[config.mk]
export PLATFORM = sky130hd
export DESIGN_NAME = pipeline_ctrl
export DESIGN_NICKNAME = d
export VERILOG_FILES = /design/src/rtl/pipeline_ctrl.sv
export SDC_FILE = /design/constraint.sdc
export NUM_CORES = 1
export LEC_CHECK = 0
export ABC_AREA = 1
export CAP_MARGIN = 40
export CELL_PAD_IN_SITES_DETAIL_PLACEMENT = 1
export CELL_PAD_IN_SITES_GLOBAL_PLACEMENT = 2
export CORE_AREA = 2 2 93 117
export CTS_CLUSTER_DIAMETER = 200
export DETAILED_ROUTE_END_ITERATION = 6
export DIE_AREA = 0 0 95 119
export HOLD_SLACK_MARGIN = 0.15
export PLACE_DENSITY_LB_ADDON = 0.1
export SYNTH_ARGS = -nofsm -noshare
export SYNTH_HDL_FRONTEND = slang
export SYNTH_SLANG_ARGS = --single-unit
[constraint.sdc]
create_clock -name Clk -period 2.19 [get_ports Clk]
set_clock_uncertainty 0.2 [all_clocks]
set_input_delay 0.438 -clock Clk [delete_from_list [all_inputs] [get_ports Clk]]
set_output_delay 0.438 -clock Clk [all_outputs]
set_load 0.005 [all_outputs]
[src/rtl/pipeline_ctrl.sv]
// Hazard and stall/bubble controller for the 5-stage pipeline: load-use interlock,
// redirect flush, data-memory wait handling with timeout, and saturating perf counters.
module pipeline_ctrl #(
    parameter int WAIT_MAX = 15,
    parameter int CNT_W    = 16
) (
    input  logic             Clk,
    input  logic             Reset,
    input  logic [4:0]       id_Ra,
    input  logic [4:0]       id_Rb,
    input  logic             id_useRa,
    input  logic             id_useRb,
    input  logic             ex_MemtoReg,
    input  logic             ex_RegWr,
    input  logic [4:0]       ex_Rw,
    input  logic             mem_Branch,
    input  logic             mem_Zero,
    input  logic             mem_Jump,
    input  logic             mem_req,
    input  logic             mem_ready,
    output logic             pc_stall,
    output logic             ifid_stall,
    output logic             idex_stall,
    output logic             exmem_stall,
    output logic             memwb_stall,
    output logic             ifid_bubble,
    output logic             idex_bubble,
    output logic             exmem_bubble,
    output logic             memwb_bubble,
    output logic             redirect,
    output logic             err,
    output logic [CNT_W-1:0] stall_cnt,
    output logic [CNT_W-1:0] flush_cnt
);

    localparam int WC_W = $clog2(WAIT_MAX + 2);
    localparam logic [WC_W-1:0] WAIT_LIM = WC_W'(WAIT_MAX);

    typedef enum logic [1:0] {
        ST_RUN  = 2'd0,
        ST_WAIT = 2'd1,
        ST_ERR  = 2'd2
    } state_t;

    state_t            state;
    state_t            state_next;
    logic [WC_W-1:0]   wait_cnt;
    logic [WC_W-1:0]   wait_cnt_next;
    logic [WC_W-1:0]   wait_cnt_inc;
    logic              mw;
    logic              rd;
    logic              lu;
    logic              stall_take;
    logic              flush_take;

    function automatic logic [CNT_W-1:0] sat_inc(input logic [CNT_W-1:0] v);
        return (&v) ? v : v + CNT_W'(1);
    endfunction

    assign mw = mem_req & ~mem_ready;
    assign rd = (mem_Branch & mem_Zero) | mem_Jump;
    assign lu = ex_MemtoReg & ex_RegWr & (ex_Rw != 5'd0) &
                ((id_useRa & (id_Ra == ex_Rw)) | (id_useRb & (id_Rb == ex_Rw)));
    assign wait_cnt_inc = wait_cnt + WC_W'(1);

    always_ff @(posedge Clk) begin
        if (Reset) begin
            state    <= ST_RUN;
            wait_cnt <= '0;
            err      <= 1'b0;
        end else begin
            state    <= state_next;
            wait_cnt <= wait_cnt_next;
            err      <= (state_next == ST_ERR);
        end
    end

    // wait_cnt holds the number of consecutive wait cycles already completed
    always_comb begin
        state_next    = state;
        wait_cnt_next = wait_cnt;
        case (state)
            ST_RUN: begin
                if (mw) begin
                    wait_cnt_next = WC_W'(1);
                    state_next    = (WAIT_LIM <= WC_W'(1)) ? ST_ERR : ST_WAIT;
                end
            end
            ST_WAIT: begin
                if (!mw) begin
                    state_next    = ST_RUN;
                    wait_cnt_next = '0;
                end else begin
                    wait_cnt_next = wait_cnt_inc;
                    if (wait_cnt_inc >= WAIT_LIM) begin
                        state_next = ST_ERR;
                    end
                end
            end
            ST_ERR: begin
                state_next = ST_ERR;
            end
            default: begin
                state_next    = ST_RUN;
                wait_cnt_next = '0;
            end
        endcase
    end

    always_comb begin
        pc_stall     = 1'b0;
        ifid_stall   = 1'b0;
        idex_stall   = 1'b0;
        exmem_stall  = 1'b0;
        memwb_stall  = 1'b0;
        ifid_bubble  = 1'b0;
        idex_bubble  = 1'b0;
        exmem_bubble = 1'b0;
        memwb_bubble = 1'b0;
        redirect     = 1'b0;
        stall_take   = 1'b0;
        flush_take   = 1'b0;
        if (!Reset) begin
            if (state == ST_ERR || mw) begin
                pc_stall    = 1'b1;
                ifid_stall  = 1'b1;
                idex_stall  = 1'b1;
                exmem_stall = 1'b1;
                memwb_stall = 1'b1;
            end else if (rd) begin
                redirect     = 1'b1;
                ifid_bubble  = 1'b1;
                idex_bubble  = 1'b1;
                exmem_bubble = 1'b1;
                flush_take   = 1'b1;
            end else if (lu) begin
                pc_stall    = 1'b1;
                ifid_stall  = 1'b1;
                idex_bubble = 1'b1;
                stall_take  = 1'b1;
            end
        end
    end

    always_ff @(posedge Clk) begin
        if (Reset) begin
            stall_cnt <= '0;
            flush_cnt <= '0;
        end else begin
            if (stall_take) stall_cnt <= sat_inc(stall_cnt);
            if (flush_take) flush_cnt <= sat_inc(flush_cnt);
        end
    end

endmodule

* Yosys cells after proc, flatten, opt, wreduce, memory -nomap -nowiden
Cells that the tools add are included.
** Cells by class
- Add/sub/neg operators :: 3
- Muxes and demuxes :: 21
- $lt $le $gt $ge :: 1
- Bitwise logic cells :: 13
- Equal/unequal tests :: 6
- Reductions and logical operators :: 8
** Operators with widths (count)
- $add A16 B1 Y16 const B :: 2
- $reduce_and A16 Y1 :: 2
- $pmux W5 S3 :: 1
- $mux W1 :: 14
- $eq A5 B5 Y1 :: 2
- $mux W5 :: 2
- $and A1 B1 Y1 :: 7
- $mux W2 :: 3
- $pmux W2 S3 :: 1
- $reduce_and A2 Y1 :: 3
- $add A5 B1 Y5 const B :: 1
- $ge A5 B4 Y1 const B :: 1
- $reduce_bool A5 Y1 :: 1
- $eq A2 B2 Y1 const B :: 2
- $not A1 Y1 :: 4
- $eq A2 B1 Y1 const B :: 1
- $logic_not A2 Y1 :: 1
- $ne A2 B2 Y1 const B :: 1
- $or A1 B1 Y1 :: 2
- $logic_or A1 B1 Y1 :: 1
** Word-level totals
- Logic and storage cells :: 57
- Flip-flop bits (word level) :: 40
- Output and inout bits :: 43
- Input port bits :: 26

* Depth between registers and ports, before layout
- Depth in word-level cells :: 9
- Depth in mapped cells :: 11
- Mapped depth without buffers :: 11

* Least setup slack after synthesis
No wires, ideal clock.
- Kind :: input port to output port
- From :: input ex_Rw[3]
- To :: output pc_stall
- Slack :: 0.261 ns
- Required time :: 1.552 ns
- Stages on the path :: 9
- Buffers on the path :: 1
- Arrival time :: 1.291 ns
- Path through :: inv_1 -> nand2_1 -> nand2_1 -> nor2_2 -> nand3_2 -> nand2_2 -> nand3_1 -> a21oi_1 -> buf_4
** Between the ends
- Longest elaborated chain between the ends :: 8
- Elaborated cells between the ends (all ways) :: 12
- Those cells by class :: eq/ne: 2; mux: 4; bitwise: 5; reduce/logical: 1
** RTL lines
- start, declared :: RTL line 15 : input logic [4:0] ex_Rw,
- $eq A5 B5 Y1 :: RTL line 63 : ((id_useRa & (id_Ra == ex_Rw)) | (id_useRb & (id_Rb == ex_Rw)));
- $and A1 B1 Y1 :: RTL line 63
- $or A1 B1 Y1 :: RTL line 63
- $and A1 B1 Y1 (*) :: RTL line 62 : assign lu = ex_MemtoReg & ex_RegWr & (ex_Rw != 5'd0) &
- $mux W1 (*) (4 in a row)
- end, declared :: RTL line 21 : output logic pc_stall,
Mark *: on every way between the ends. The rest lies on a longest branch, timed or not.

* Worst setup path after layout
- From :: input mem_req
- To :: output exmem_bubble
** Between the ends
- Longest elaborated chain between the ends :: 4
** RTL lines
- start, declared :: RTL line 19 : input logic mem_req,
- $and A1 B1 Y1 :: RTL line 60 : assign mw = mem_req & ~mem_ready;
- $logic_or A1 B1 Y1 :: RTL line 124 : if (state == ST_ERR || mw) begin
- $mux W1 :: RTL line 124
- $mux W1 :: RTL line 123 : if (!Reset) begin
- end, declared :: RTL line 28 : output logic exmem_bubble,
Every way passes these cells.

==> results.md <==
- The count of TritonRoute iterations in the first routing pass is 4.
- The net total in the final layout is 500.
- Timing would allow up to 471 MHz.
- In this run the power spent charging and discharging nets is roughly 420 uW.
- The final cell area excluding filler cells is about 0.0037 mm2.
- The clock transition at the registers of the reported paths is 60 ps.
- The antenna violation net count after detailed routing is 0.
- After synthesis the cells add up to roughly 0.0025 mm2.
- The detailed router used layers up to and including met5.
- The portion of total power attributed to sequential cells is roughly two fifths.
- In the routed design, unresolved DRC markers number 0.
- The pin count of the biggest net entering global routing is 20.
- At the worst endpoint, the required time is roughly 1600 ps.
- The via count is ~2600.
- The wire length of the first global-routing pass is ~13 mm.
- The clock sink count is 40.
- In the final routed layout, each cell accounts on average for between 10 and 15 um.
- The global placement routability congestion is 0.749.
- The commonest non-fill, non-tap cell in the layout is sky130_fd_sc_hd__nand2_1.
- The number of buffer cells added on primary ports is 67.
- The global route total overflow is 0.
- In this run the vertical extent of the chip is 119 um.
- The final non-filler cell total is between 600 and 700.
- The post-place instance area is between 0.003 and 0.004 mm2.
- Hold repair after CTS inserted 0 buffers.
- The cell total after placement is between 500 and 600.
- Setup violations remaining at the end of the flow were counted as 0.
- The via count normalized by instance count is 4.36.
- The setup check on the worst reg-to-reg path leaves a slack of roughly 230 ps.
- The power share of the combinational group is 11.3%.
- The initialized floorplan defines 42 standard-cell rows.
- Leaving out fill and tap cells, the most frequent cells in the layout are sky130_fd_sc_hd__nand2_1, sky130_fd_sc_hd__dfxtp_1, sky130_fd_sc_hd__clkdlybuf4s50_1, sky130_fd_sc_hd__a21oi_1, sky130_fd_sc_hd__nor2_1.
- Setup repair after global routing left no endpoint under its margin.
- Counting distinct cell types in the post-synthesis netlist gives 30.
- The clock passes through at most 2 buffers.
- The routed design uses roughly 4.0 mm of met2 wire.
- The count of final hold-check violations is 0.
- In this run the worst hold path is classified as register to register.
- The sequential area share after synthesis is between 30% and 40%.
- The number of antenna diodes in the final layout is 0.
- TritonCTS built the clock tree.
- After detailed routing, the wire length on met1 is between 3 and 4 mm.
- The final design utilization is 35.4%.
- Power spread over the standard cell area amounts to between 400 and 500 mW/mm2.
- The leakage power is 0.00146 uW.
- Internal power comes to between 1000 and 1500 uW.
- For this run, the number of Yosys warnings is 0.
- The multi-input combinational cells in the finished layout cover a total of 0.00147 mm2.
- Net switching is 23.7% of the power.
- The final critical delay including setup and external delays is 2120 ps.
- The detailed placement HPWL is approximately 5.9 mm.
- Global routing consumed, over all layers together, roughly 14% of the routing resources.
- The critical path arrival is between 1000 and 1500 ps.
- The synthesized net count is just over 400.
- The proportion of power drawn by the clock network is between 40% and 50%.
- The synthesis-to-layout area growth is 46.7%.
- The total die area is 0.0113 mm2.
- The share of layout cells above drive strength 1 is 20.6%.
- Clock tree synthesis inserted a total of 5 buffers.
- The root buffer cell chosen for the clock tree is sky130_fd_sc_hd__clkbuf_16.
- In the final layout, flip-flops and latches occupy 801 um2.
- The synthesized design contains 40 register bits.
- From left edge to right edge, the die measures approximately 95 um.
- The worst path uses a little over nine tenths of the clock period.
- IR analysis of the VDD net gives a maximum drop of between 200 and 250 uV.
- During I/O placement, the number of pins put on the boundary was roughly 70.
- In this run, the number of DRC markers left after iteration 0 of detailed routing was 59.
- For this configuration, the core starts out at a cell density of between 20% and 30%.
- The count of maximum capacitance violations is 0.
- Summed over all layers, the routed wires come to 7.68 mm.
- The worst setup path is launched from an input pin.
- The synthesized area divided by synthesized cell count is 6.66 um2.
- The biggest fanout along the worst timing path is 3.
- The level count of the clock H-tree is 2.
- The floorplan core area is slightly above 0.01 mm2.
- The layout filler cell count is between 1000 and 1500.
- The worst setup path is captured at a primary output.
- The worst setup path is of the input pin to primary output kind.
- The total count of max-transition violations in the final report is 0.
- The number of antenna violations at the first check in global routing is 1.
- The via count of the first global-routing pass is approximately 2700.
- At the later pin of the worst-skew pair, clock insertion delay measures 290 ps.
- The wire length on met3 is ~290 um.
- In the synthesized netlist, the number of instances is ~380.
- The flow ran to the end, and the final reports show no timing, DRC or antenna violations.
[worst max-delay path: stages]
cell and delay (ps):
sky130_fd_sc_hd__clkdlybuf4s50_1 420, sky130_fd_sc_hd__nand2_2 80, sky130_fd_sc_hd__nand2_2 80, sky130_fd_sc_hd__nor2_4 100, sky130_fd_sc_hd__nand2_2 70, sky130_fd_sc_hd__inv_2 90, sky130_fd_sc_hd__clkdlybuf4s15_2 200
[repair_timing]
| action | CTS | global route |
|---|---|---|
| buffers inserted | 6 | 2 |
| resized for setup | 77 | 15 |
| pin swaps | 20 | 15 |
| endpoints found under the setup margin | 9 | 9 |
[cell families (layout without fill, tap and decap cells)]
family          Yosys count  count (layout)  synth area share [%]
compound gates           44              44                  8.97
other cells               1               1                 0.150
xor+xnor                 25              25                  8.77
simple gates            207             207                  37.6
fa+ha+maj                 4               4                  2.00
buf+inv                  54             150                  10.4
flops                    40              40                  32.1
[flip-flops by register name (all words and copies together), names as in the netlist]
| name | cells |
|---|---|
| state | 2 |
| err | 1 |
| flush_cnt | 16 |
| wait_cnt | 5 |
| stall_cnt | 16 |
[final cells by class]
type                    count  area share (%)
clock inverters             3            1.16
clock buffers               5            3.41
inverters                  40            4.10
flip-flops and latches     40            21.9
repair buffers            102            24.8
well taps                 132            4.51
multi-input cells         281            40.2
[final timing paths]
kind / start / end / cells after the start
max reg2reg: flush_cnt[1] / flush_cnt[6] / 9
min: wait_cnt[4] / wait_cnt[4] / 2
max: mem_req / exmem_bubble / 7
min reg2reg: wait_cnt[4] / wait_cnt[4] / 2
[power groups by stage]
stage	Combinational, uW	Clock (uW)	Sequential (uW)
floorplan	95.1	0	753
global placement	207	0	754
detailed placement	209	0	754
CTS	208	881	737
global route	227	922	738
finish	203	851	737
[through the flow]
step / hold slack (ps) / power (uW) / setup TNS [ps] / setup WS [ps]
2_1_floorplan: 256 / 848 / 0 / 261
3_3_place_gp: 270 / 961 / -10140 / -672
3_5_place_dp: 278 / 963 / -11440 / -728
4_1_cts: 288 / 1830 / 0 / 4.26
5_1_grt: 318 / 1890 / 0 / 1.02
6_report: 284 / 1790 / 0 / 68.9
[synth_stat cells]
library cell               instances  area [um2]
sky130_fd_sc_hd__o21bai_1          1        7.51
sky130_fd_sc_hd__ha_1              4        50.1
sky130_fd_sc_hd__clkbuf_1          2        7.51
sky130_fd_sc_hd__nand3_4           1        17.5
sky130_fd_sc_hd__buf_2             1        5.00
sky130_fd_sc_hd__nor2_1           37         139
sky130_fd_sc_hd__nor3_1            6        30.0
sky130_fd_sc_hd__nand2_4           1        11.3
sky130_fd_sc_hd__inv_1            33         124
sky130_fd_sc_hd__dfxtp_1          40         801
sky130_fd_sc_hd__o21ai_0           5        25.0
sky130_fd_sc_hd__inv_2             7        26.3
sky130_fd_sc_hd__nor3_2            2        20.0
sky130_fd_sc_hd__xor2_1           11        96.3
sky130_fd_sc_hd__nand3b_1          1        7.51
sky130_fd_sc_hd__buf_4             7        52.6
sky130_fd_sc_hd__nand3_1          15        75.1
sky130_fd_sc_hd__xnor2_1          14         123
sky130_fd_sc_hd__nand4_4           1        21.3
sky130_fd_sc_hd__nand2_2           4        25.0
sky130_fd_sc_hd__conb_1            1        3.75
sky130_fd_sc_hd__nand3_2           2        20.0
sky130_fd_sc_hd__buf_6             4        45.0
sky130_fd_sc_hd__nor3b_1           3        22.5
sky130_fd_sc_hd__a21oi_1          37         185
sky130_fd_sc_hd__a31oi_1           1        6.26
sky130_fd_sc_hd__nor2_4            2        22.5
sky130_fd_sc_hd__nor2_2            4        25.0
sky130_fd_sc_hd__nand4_1           9        56.3
sky130_fd_sc_hd__nand2_1         119         447
[routing by layer]
metal / vias up / global-route usage (%)
met4: 2 / 4.80
li1: 1364 / -
met5: - / 0
met3: 9 / 3.23
met2: 47 / 25.2
met1: 1209 / 16.9
Power figures use the tool's default switching activity.
==> edit (same settings) <==
Re-encode `state_t` (3 states) as one-hot, 3 bits wide.
--- a/src/rtl/pipeline_ctrl.sv
+++ b/src/rtl/pipeline_ctrl.sv
@@ -37,8 +37,8 @@
     localparam logic [WC_W-1:0] WAIT_LIM = WC_W'(WAIT_MAX);
 
-    typedef enum logic [1:0] {
-        ST_RUN  = 2'd0,
-        ST_WAIT = 2'd1,
-        ST_ERR  = 2'd2
+    typedef enum logic [2:0] {
+        ST_RUN  = 3'b001,
+        ST_WAIT = 3'b010,
+        ST_ERR  = 3'b100
     } state_t;
 
Behaviour: no difference found for any inputs over 10 cycles, from zero or initial values and one cycle with Reset high; not proved beyond that.
==> edit against the original RTL <==
  * Non-clock buffer count up 9
  * First-iteration DRC count down 1.7%
  * Sequential cell count rose by 1
  * Critical endpoint is now pc_stall
  * Routed wire length shrank 0.53%
  * Synthesized area is 2.0% lower
  * Setup slack lost 0.021 ns
  * Power fell by 1.4%
  * Design area rose by 1.4%
  * Highest routed layer is now met4
==> edit: results (changes against the original RTL) <==
- Status: finished clean
- 1st-iter DRT viols: 58 (-1.7%)
- # nets final: 513 (+2.6%)
- Distinct cell type count after synthesis: 33 (+10%)
- Ratio of final minimum period to clock period: 0.978 (+0.00937)
- Maximum vdd drop: 237 uV (-1.9%)
- Placed insts: 593 (+0.85%)
- RR Endpoint: stall_cnt[1]
- # fillers: 1,327 (+0.075%)
- Share of cells above drive strength 1: 0.227 (+0.0213)
- Initial antenna violation count: 0 (-1)
- Largest net degree at the start of global routing: 26 (+30%)
- Post-Syn Nets: 409 (+0.99%)
- Arr. time, crit path: 1.50 ns (+0.02 ns)
- CP Capture Point: pc_stall
- First-pass GRT wire length: 13,200 um (+3.5%)
- Synth area leaders: dfxtp_1 (34%), nand2_1 (14%), nor2_1 (7.2%)
- Placed inst area: 0.00341 mm2 (-2.0%)
- Post-synthesis compound-gate area fraction: 0.103 (+0.0136)
- GRT Resource Usage Total: 0.146 (+0.00273)
- Max layer used: met4
- Worst-path fanout max: 2 (-1)
- Vias in the first global route: 2,908 (+7.8%)
- Routability cong.: 0.773 (+3.3%)
- WL met3: 298 um (+3.5%)
- Post-CTS resize count: 61 (-21%)
- XOR/XNOR Fraction of Synth Area: 0.0251 (-0.0626)
- Met1 WL: 3250 um (-0.15%)
- Fin area: 0.00372 mm2 (+1.4%)
- Crit path from: state[2]
-- edit: area by class of cell --
type / count / share of cell area
Sequential cell: 41 / 0.223
Clock buffer: 6 / 0.0374
Tap cell: 132 / 0.0444
Multi-Input combinational cell: 273 / 0.388
Clock inverter: 2 / 0.00370
Inverter: 51 / 0.0522
Timing Repair Buffer: 111 / 0.251
-- edit: worst max-delay path, stage by stage, from the launching register on --
cell     delay (ns)
dfxtp_2        0.33
inv_2          0.05
nor3_4         0.21
nor2_4         0.06
buf_4          0.14
buf_4          0.13
o22ai_2        0.16
buf_2          0.14
-- edit: report_power, final --
part	internal (mW)	total (mW)	switching (mW)
Combinational	0.108	0.222	0.114
Clock	0.454	0.782	0.328
Sequential	0.753	0.762	0.00878
Total	1.32	1.77	0.450
-- edit: cells by family after synthesis --
| group | after synthesis |
|---|---|
| flip-flops | 41 |
| XOR/XNOR | 7 |
| buffers and inverters | 65 |
| AND/OR/NAND/NOR | 212 |
| other | 1 |
| AO/OA/AOI/OAI | 49 |
| adder cells (fa/ha/maj) | 4 |
-- edit: worst min path at each step --
stage                 from          end  slack [ns]  cells past startpoint
6_report       wait_cnt[4]  wait_cnt[4]        0.29                      2
5_1_grt        wait_cnt[4]  wait_cnt[4]        0.31                      2
4_1_cts        wait_cnt[4]  wait_cnt[4]        0.29                      2
3_5_place_dp   wait_cnt[4]  wait_cnt[4]        0.28                      2
3_3_place_gp   wait_cnt[4]  wait_cnt[4]        0.26                      2
2_1_floorplan  wait_cnt[4]  wait_cnt[4]        0.25                      2
-- edit: layer usage --
layer / GRT usage / up-vias
met2: 0.265 / 40
met1: 0.164 / 1286
met3: 0.0335 / 8
met4: 0.0507 / 0
li1: - / 1409
met5: 0 / -
